<file path="src/rtl/distribute.sv">
// rtl/distribute.sv - registered 1-to-4 write-back distributor with per-slot valid/ack drain
//
// Steers one WIDTH-bit producer word into one of four single-entry holding
// registers (A..D), selected by select_code. Each slot drains to its own
// consumer through out_valid[i]/out_ack[i].
//
// Ports:
//   CLK          rising-edge clock
//   RST          asynchronous active-low reset
//   DataIn       producer write data
//   select_code  destination slot, 0=A 1=B 2=C 3=D
//   in_valid     producer offers DataIn/select_code this cycle
//   in_ready     selected slot can accept this cycle (combinational)
//   DataOutA..D  holding-register contents (registered)
//   out_valid    bit i set = slot i holds unconsumed data
//   out_ack      bit i = consumer i takes slot i this cycle
//   stall_cnt    saturating count of cycles with in_valid=1 and in_ready=0

module distribute #(
    parameter int WIDTH = 32,
    parameter int CNT_W = 8
) (
    input  logic             CLK,
    input  logic             RST,
    input  logic [WIDTH-1:0] DataIn,
    input  logic [1:0]       select_code,
    input  logic             in_valid,
    output logic             in_ready,
    output logic [WIDTH-1:0] DataOutA,
    output logic [WIDTH-1:0] DataOutB,
    output logic [WIDTH-1:0] DataOutC,
    output logic [WIDTH-1:0] DataOutD,
    output logic [3:0]       out_valid,
    input  logic [3:0]       out_ack,
    output logic [CNT_W-1:0] stall_cnt
);

    typedef enum logic {
        SLOT_EMPTY = 1'b0,
        SLOT_FULL  = 1'b1
    } slot_state_t;

    slot_state_t      state_q [4];
    slot_state_t      state_d [4];
    logic [3:0]       load;
    logic [WIDTH-1:0] data_q  [4];
    logic             accept;
    logic             stall;
    logic [CNT_W-1:0] stall_q;

    // A full slot that is being acked this cycle frees up in time to take
    // the new word, so the producer is not stalled by a draining slot.
    always_comb begin
        in_ready = (state_q[select_code] == SLOT_EMPTY) | out_ack[select_code];
        accept   = in_valid & in_ready;
        stall    = in_valid & ~in_ready;
    end

    // Next state per slot. A load on the same slot as an ack wins, so the
    // slot stays full with the new word while the old word is consumed.
    always_comb begin
        for (int i = 0; i < 4; i++) begin
            state_d[i] = state_q[i];
            load[i]    = accept && (select_code == 2'(i));
            if (load[i]) begin
                state_d[i] = SLOT_FULL;
            end else if (state_q[i] == SLOT_FULL && out_ack[i]) begin
                state_d[i] = SLOT_EMPTY;
            end
        end
    end

    always_ff @(posedge CLK or negedge RST) begin
        if (!RST) begin
            for (int i = 0; i < 4; i++) begin
                state_q[i] <= SLOT_EMPTY;
                data_q[i]  <= '0;
            end
        end else begin
            for (int i = 0; i < 4; i++) begin
                state_q[i] <= state_d[i];
                // Consumed data is left in place; only a load changes it.
                if (load[i]) begin
                    data_q[i] <= DataIn;
                end
            end
        end
    end

    always_ff @(posedge CLK or negedge RST) begin
        if (!RST) begin
            stall_q <= '0;
        end else if (stall && (stall_q != {CNT_W{1'b1}})) begin
            stall_q <= stall_q + 1'b1;
        end
    end

    always_comb begin
        for (int i = 0; i < 4; i++) begin
            out_valid[i] = (state_q[i] == SLOT_FULL);
        end
        DataOutA  = data_q[0];
        DataOutB  = data_q[1];
        DataOutC  = data_q[2];
        DataOutD  = data_q[3];
        stall_cnt = stall_q;
    end

endmodule

</file>
<file path="config.mk">
export PLATFORM = sky130hd
export DESIGN_NAME = distribute
export DESIGN_NICKNAME = d
export VERILOG_FILES = /design/src/rtl/distribute.sv
export SDC_FILE = /design/constraint.sdc
export NUM_CORES = 1
export LEC_CHECK = 0
export CAP_MARGIN = 20
export CELL_PAD_IN_SITES_DETAIL_PLACEMENT = 0
export CELL_PAD_IN_SITES_GLOBAL_PLACEMENT = 1
export CORE_ASPECT_RATIO = 1.25
export CORE_MARGIN = 2
export CORE_UTILIZATION = 40
export DETAILED_ROUTE_END_ITERATION = 8
export GPL_ROUTABILITY_DRIVEN = 0
export PLACE_DENSITY_LB_ADDON = 0.1
export RECOVER_POWER = 100
export REMOVE_ABC_BUFFERS = 1
export SYNTH_ARGS = -nofsm -noshare
export SYNTH_HDL_FRONTEND = slang
export SYNTH_SLANG_ARGS = --single-unit
export TNS_END_PERCENT = 100
</file>
<file path="constraint.sdc">
create_clock -name CLK -period 2.8 [get_ports CLK]
set_input_delay 0.42 -clock CLK [delete_from_list [all_inputs] [get_ports CLK]]
set_output_delay 0.42 -clock CLK [all_outputs]
set_load 0.05 [all_outputs]
</file>
# --- Yosys cells after proc, flatten, opt, wreduce, memory -nomap -nowiden ---
# Cells that the tools add are included.
totals:
  reg_bits: 140
  out_inout_bits: 141
  word_cells: 49
op_classes:
  n_addsub: 1
  magnitude_cmp: 2
  eq_ne: 4
  n_mux: 13
  bitwise: 6
  reduce_logical: 14
op_table:
  columns: ["op", "n"]
  rows:
  - ["$mux 1", 11]
  - ["$logic_and 1x1->1", 9]
  - ["$add 8x1->8 const B", 1]
  - ["$ne 8x8->1 const B", 1]
  - ["$reduce_bool 2->1", 4]
  - ["$bmux 1 s2", 2]
  - ["$eq 2x2->1 const B", 2]
  - ["$ge 3x3->1 const B", 1]
  - ["$lt 2x3->1 const B", 1]
  - ["$not 2->3", 1]
  - ["$and 1x1->1", 2]
  - ["$eq 2x1->1 const B", 1]
  - ["$logic_not 2->1", 1]
  - ["$not 1->1", 2]
  - ["$or 1x1->1", 1]

# --- Longest topological paths before layout ---
# Gate-level depths: netlist (run 1).
depth:
  word_depth: 9
  depth_mapped: 5
  mapped_depth_nobuf: 5

# --- Worst setup path before layout (run 1) ---
# OpenSTA, ideal clock, no wires.
synth_timing:
  kind: "register -> output"
  from: "register state_q (netlist bit out_valid[3])"
  to: "output port in_ready"
  arrival_ps: 1667
  required_ps: 2380
  path_slack_ps: 713
  stages_incl_launch_ff: 4
  n_path_buf: 0
  path_cell_list: "dfrtp_1 -> nor2b_1 -> mux4_2 -> inv_1"
synth_between:
  elab_chain_len: 5
synth_rtl:
  columns: ["element", "line_no", "rtl"]
  rows:
  - ["start: declaration", "43", "slot_state_t state_q [4];"]
  - ["start signal: indexed assignment", "81", "state_q[i] <= state_d[i];"]
  - ["$bmux 1 s2", "54", "in_ready = (state_q[select_code] == SLOT_EMPTY) | out_ack[select_code];"]
  - ["$mux 1 (implied by the code) (2 in series)", "54", null]
  - ["$not 1->1", "54", null]
  - ["$or 1x1->1", "54", null]
  - ["end: declaration", "28", "output logic in_ready,"]
# No other way between the ends. The select of a mux whose other input is x is not followed.

# --- Worst setup path after layout (run 1) ---
layout_timing:
  from: "input port select_code[1]"
  to: "output port in_ready"
layout_between:
  elab_chain_len: 6
layout_rtl:
  columns: ["element", "line_no", "rtl"]
  rows:
  - ["start: declaration", "26", "input logic [1:0] select_code,"]
  - ["$not 2->3 (implied by the code)", "54", null]
  - ["$bmux 1 s2", "54", null]
  - ["$mux 1 (implied by the code) (2 in series)", "54", null]
  - ["$not 1->1", "54", null]
  - ["$or 1x1->1 *", "54", null]
# Every way passes the cells marked *; elsewhere a longest branch is shown, timed or not. The select of a mux whose other input is x is not followed.

==> results of run 1 <==
layout make-up:
type	instances	area (um2)
fillers	1082	5250
flip-flops and latches	140	3500
repair buffers	190	1860
multi-input cells	169	1840
clock buffers	25	485
well taps	171	214
clock inverters	7	135
inverters	2	7.51
routing by layer:
metal / wire, um / part of all wire, % / vias up / track usage [%]
li1: - / - / 1551 / -
met1: 5090 / 40 / 1781 / 21.8
met2: 6520 / 51 / 114 / 31.3
met3: 944 / 7.4 / 15 / 7.29
met4: 201 / 1.6 / 0 / 6.05
met5: 0 / 0 / - / 0
kinds of logic after synthesis:
kind of cell / synth area share, %
adder cells (fa/ha/maj): 0.230
AND/OR/NAND/NOR: 3.22
AO/OA/AOI/OAI: 0.459
multiplexers: 29.3
buffers and inverters: 1.68
XOR/XNOR: 0.804
flip-flops: 64.3
sequential cells by signal, summed over array words and instances (netlist names):
| signal | count |
|---|---|
| DataOutC | 32 |
| out_valid | 4 |
| stall_cnt | 8 |
| DataOutA | 32 |
| DataOutB | 32 |
| DataOutD | 32 |
cell usage after synthesis (all sizes together), types with 2 or more instances:
cell type,n
buf,13
mux2,129
xnor2,5
nor2b,5
nand2,3
or2,2
nand3,3
nor2,2
inv,2
nand2b,2
and3,3
dfrtp,140
nand4,4
worst max-delay path, stage by stage:
cell and delay, ns:
dlygate4sd3_1 0.70, mux4_2 0.66, inv_1 0.09, clkbuf_2 0.27
path summary, 6_finish.rpt:
check                                              start                  endpoint  slack [ns]
max in group asynchronous                            RST  DataOutC[17]$_DFFE_PN0P_        0.61
worst min register to register   DataOutC[1]$_DFFE_PN0P_   DataOutC[1]$_DFFE_PN0P_        0.50
worst min-delay path                                 RST   DataOutD[5]$_DFFE_PN0P_        0.47
worst max register to register  out_valid[0]$_DFFE_PN0P_  DataOutA[28]$_DFFE_PN0P_        0.46
min in group CLK                 DataOutC[1]$_DFFE_PN0P_   DataOutC[1]$_DFFE_PN0P_        0.50
worst max-delay path                      select_code[1]                  in_ready        0.23
stage by stage:
step / cells / utilization [%] / cell area (um2)
6_report: 704 / 60.5 / 8050
5_1_grt: 704 / 60.5 / 8050
4_1_cts: 704 / 61.4 / 8160
3_5_place_dp: 671 / 56.6 / 7530
3_3_place_gp: 671 / 56.6 / 7530
2_1_floorplan: 311 / - / 5360
where the power goes:
part | total, uW | internal [uW] | switching [uW]
Sequential | 2650 | 2440 | 212
Combinational | 2880 | 948 | 1940
Clock | 2350 | 1560 | 796
Total | 7890 | 4950 | 2940
==> metrics.txt, run 1 <==
row count 47; via count around 3.5k; post-synth top area cell dfrtp_1; Worst Setup Start Kind input pin; clk buf depth 2; Tcrit/Tclk final between 90% and 100%; drt first pass iters 4; CTS tree built; Antenna diodes 0; later-pin clock latency in the skew report about 0.41 ns; dpl ws 0.315 ns; Overall Power 7890 uW; clock sink total 140; number of max-cap violations 0; CTS root buffer clkbuf_16; predominant post-synthesis flop cell dfrtp_1; nets 562; Routed Antenna Nets 0; Post-Synthesis Cells 324; average wire per standard cell 18.1 um; skew final approximately 0.0066 ns; Netlist cell types 26; worst-margin pin slew 1.43 ns; total grt overflow 0; leakage 0.00354 uW; die height 134 um; fin crit period 2.57 ns; Crit Path Class in -> out; hold_ws 0.475 ns; ys async rst share 100%; Total Die Area between 10000 and 15000 um2; post-synthesis sequential area ratio 64.3%; share of cells above drive strength 1 a little under a third; initial antenna violation count 0; number of flops mapped to enable cells by yosys 0; Max Slew Vio Count 0; Fin. Hold Viols 0; Setup-failing EPs final 0; fmax roughly 400 MHz; hold-fix buffers at CTS 1; status completed; #FFs+latches synth between 100 and 150; synthesized cell area 5450 um2; Via-to-Cell Ratio between 4 and 5; Port Buffers 181; Yosys warnings 0; DIE WIDTH roughly 110 um; GRT Overall Usage 18.6%; H-tree depth 4; Hold Path Class in -> async; largest net degree at the start of global routing 66; I/O pin cnt approximately 180; peak supply drop approximately 740 uV; vias in the first global route 3708; RSZ-0062 raised after global routing no; first-pass GRT wire length 20.2 mm; mean post-synth cell area 16.8 um2; Worst Reg-to-Reg Cells 4; most frequent cells in the layout dlygate4sd3_1, dfrtp_1, mux2_2; most common cell after layout, fill and taps aside dlygate4sd3_1; postcts setup bufs 0; crit-path max FO 9; critical path capture point type primary output; CTS resizes 0; drt total wl 12.8 mm; 1st-iter DRT viols 110; relative slew slack 4.94%; post-route setup TNS 0 ns; largest cells by area after synthesis dfrtp_1, mux2_2, mux2_4; Initial Util 41.0%; Post-route DRC 0; setup ws final between 0.2 and 0.25 ns; post-synth top area share 64.3%; Pwr Density 981 nW/um2; Worst Path Arrival 2.15 ns; dpl hpwl 8.65 mm; Reg clk slew, reported paths 0.06 ns; CTS Buf Count 17; Area Overhead vs Synth 47.7%; CORE AREA 13300 um2; CP required 2.38 ns
Note: power is estimated with default switching activity, not from simulation.
==> run 2, diff against run 1 <==
==> constraint.sdc (replaced) <==
create_clock -name CLK -period 2.8 [get_ports CLK]
set_input_delay 0.42 -clock CLK [delete_from_list [all_inputs] [get_ports CLK]]
set_output_delay 0.42 -clock CLK [all_outputs]
set_load 0.01 [all_outputs]
==> run 2 against run 1 <==
- critical endpoint unchanged
- clock power decreased by 3%
- clock skew fell by 0.0025 ns
- combinational power fell by 47%
- register-to-register slack gained 0.20 ns
- final area is 1.3% lower
- sequential cell count is the same
- global-route usage decreased by 0.45 points
- the run now ends with capacitance limit, slew limit left
- count of clock-buffer cells in the layout down 3
==> metrics.txt, run 2 (synthesized netlist as in run 1, its figures left out) <==
status finished with violations; failing checks capacitance limit, slew limit; skew final 0.00408 ns; fmax 390 MHz; GR Util met1 between 20% and 30%; drt total wl approximately 13 mm; total grt overflow 0; r2r setup slk 0.66 ns; Port Buffers roughly 180; Setup-failing EPs final 0; worst-margin pin slew 2.07 ns; nets roughly 560; drt first pass iters 4; 1st-iter DRT viols 110; RSZ-0062 raised after global routing no; Reg clk slew, reported paths approximately 0.050 ns; critical path capture point type primary output; clock sink total 140; Max stage delay on crit path 0.59 ns; vias in the first global route 3577; CP required between 2 and 2.5 ns; Via-to-Cell Ratio 4.86; Area Overhead vs Synth 45.9%; Pwr Density 812 nW/um2; hold-fix buffers at CTS 0; Antenna diodes 0; Initial Util 41.0%; later-pin clock latency in the skew report about 0.4 ns; relative slew slack -37.7%; CTS Buf Count 17; crit-path max FO 3; Top delay family on crit path buffers and inverters; GRT met2 Usage 28.8%; H-tree depth 4; most common cell after layout, fill and taps aside dlygate4sd3_1; Tcrit/Tclk final between 90% and 100%; CORE AREA around 13000 um2; first-pass GRT wire length 19.8 mm; fin crit period 2.57 ns; Max Slew Vio Count 82; clk buf depth 2; Routed Antenna Nets 0; peak supply drop 445 uV; worst path cell trace dlygate4sd3_1 -> nor2b_1 -> mux4_2 -> inv_1 -> dlygate4sd3_1; Post-route DRC 0; share of cells above drive strength 1 26.8%; most frequent CP cell dlygate4sd3_1; CTS resizes 0; dpl hpwl between 8 and 9 mm; Worst Setup Start Kind input pin; initial antenna violation count 0; via count ~3.4k; GRT Overall Usage 18.2%; post-route setup TNS 0 ns; Hold Path Class reg -> reg; CTS root buffer clkbuf_16; worst path bufs/invs 3; leakage ~0.0034 uW; Total Die Area 14600 um2; row count 47; die height 134 um; largest net degree at the start of global routing 83; met3 Use GR 7.43%; Fin. Hold Viols 0; DIE WIDTH 108 um; Worst Path Arrival between 2 and 2.5 ns; Worst path slowest cell dlygate4sd3_1; postcts setup bufs 0; CTS tree built; number of max-cap violations 1; Crit Path Class in -> out; average wire per standard cell 17.8 um; dpl cells between 600 and 700; non-filler cells, final 704; most frequent cells in the layout dlygate4sd3_1, dfrtp_1, mux2_2; Layout fillers 1104; I/O pin cnt roughly 180; Most Crowded Layer GR met2
[run 2: power breakdown]
group / switching (uW) / internal (uW)
sequential: 209 / 2440
combinational: 622 / 896
clock: 814 / 1470
[run 2: metal layers]
metal / routed length [um] / up-vias
li1: - / 1551
met1: 5050 / 1731
met2: 6200 / 115
met3: 1000 / 21
met4: 260 / 0
met5: 0 / -
[run 2: worst paths after layout]
check	to	start	cells past startpoint
worst max register to register	DataOutA[11]$_DFFE_PN0P_	out_valid[0]$_DFFE_PN0P_	4
min in group asynchronous	DataOutA[5]$_DFFE_PN0P_	RST	1
worst max-delay path	in_ready	out_ack[1]	5
worst min register to register	DataOutA[8]$_DFFE_PN0P_	DataOutA[8]$_DFFE_PN0P_	1
worst min-delay path	DataOutA[8]$_DFFE_PN0P_	DataOutA[8]$_DFFE_PN0P_	1
max in group asynchronous	DataOutB[15]$_DFFE_PN0P_	RST	2
[run 2: area by class of cell]
class,instances,area [um2],share of cell area [%]
clock buffers,22,474,5.97
clock inverters,10,139,1.75
inverters,2,7.51,0.0945
multi-input cells,169,1740,21.9
flip-flops and latches,140,3500,44.1
well taps,171,214,2.69
repair buffers,190,1870,23.5
[run 2: stage by stage]
stage,util (%),worst slack [ns],hold slack (ns),instance area [um2],power (uW)
6_report,59.8,0.233,0.486,7940,6450
5_1_grt,59.8,0.161,0.507,7940,6790
4_1_cts,61.2,0.299,0.0803,8140,6820
3_5_place_dp,56.6,0.308,0.495,7530,4500
3_3_place_gp,56.6,0.353,0.490,7530,4460
2_1_floorplan,-,0.296,0.124,5360,3370
==> run 3, diff against run 2 <==
ABC_CLOCK_PERIOD_IN_PS = 2800   (was default)
CTS_CLUSTER_SIZE = 16   (was default)
GPL_TIMING_DRIVEN = 1   (was default)
==> results of run 3 <==
No change in the layout: final DEF, timing and power equal those of run 2.
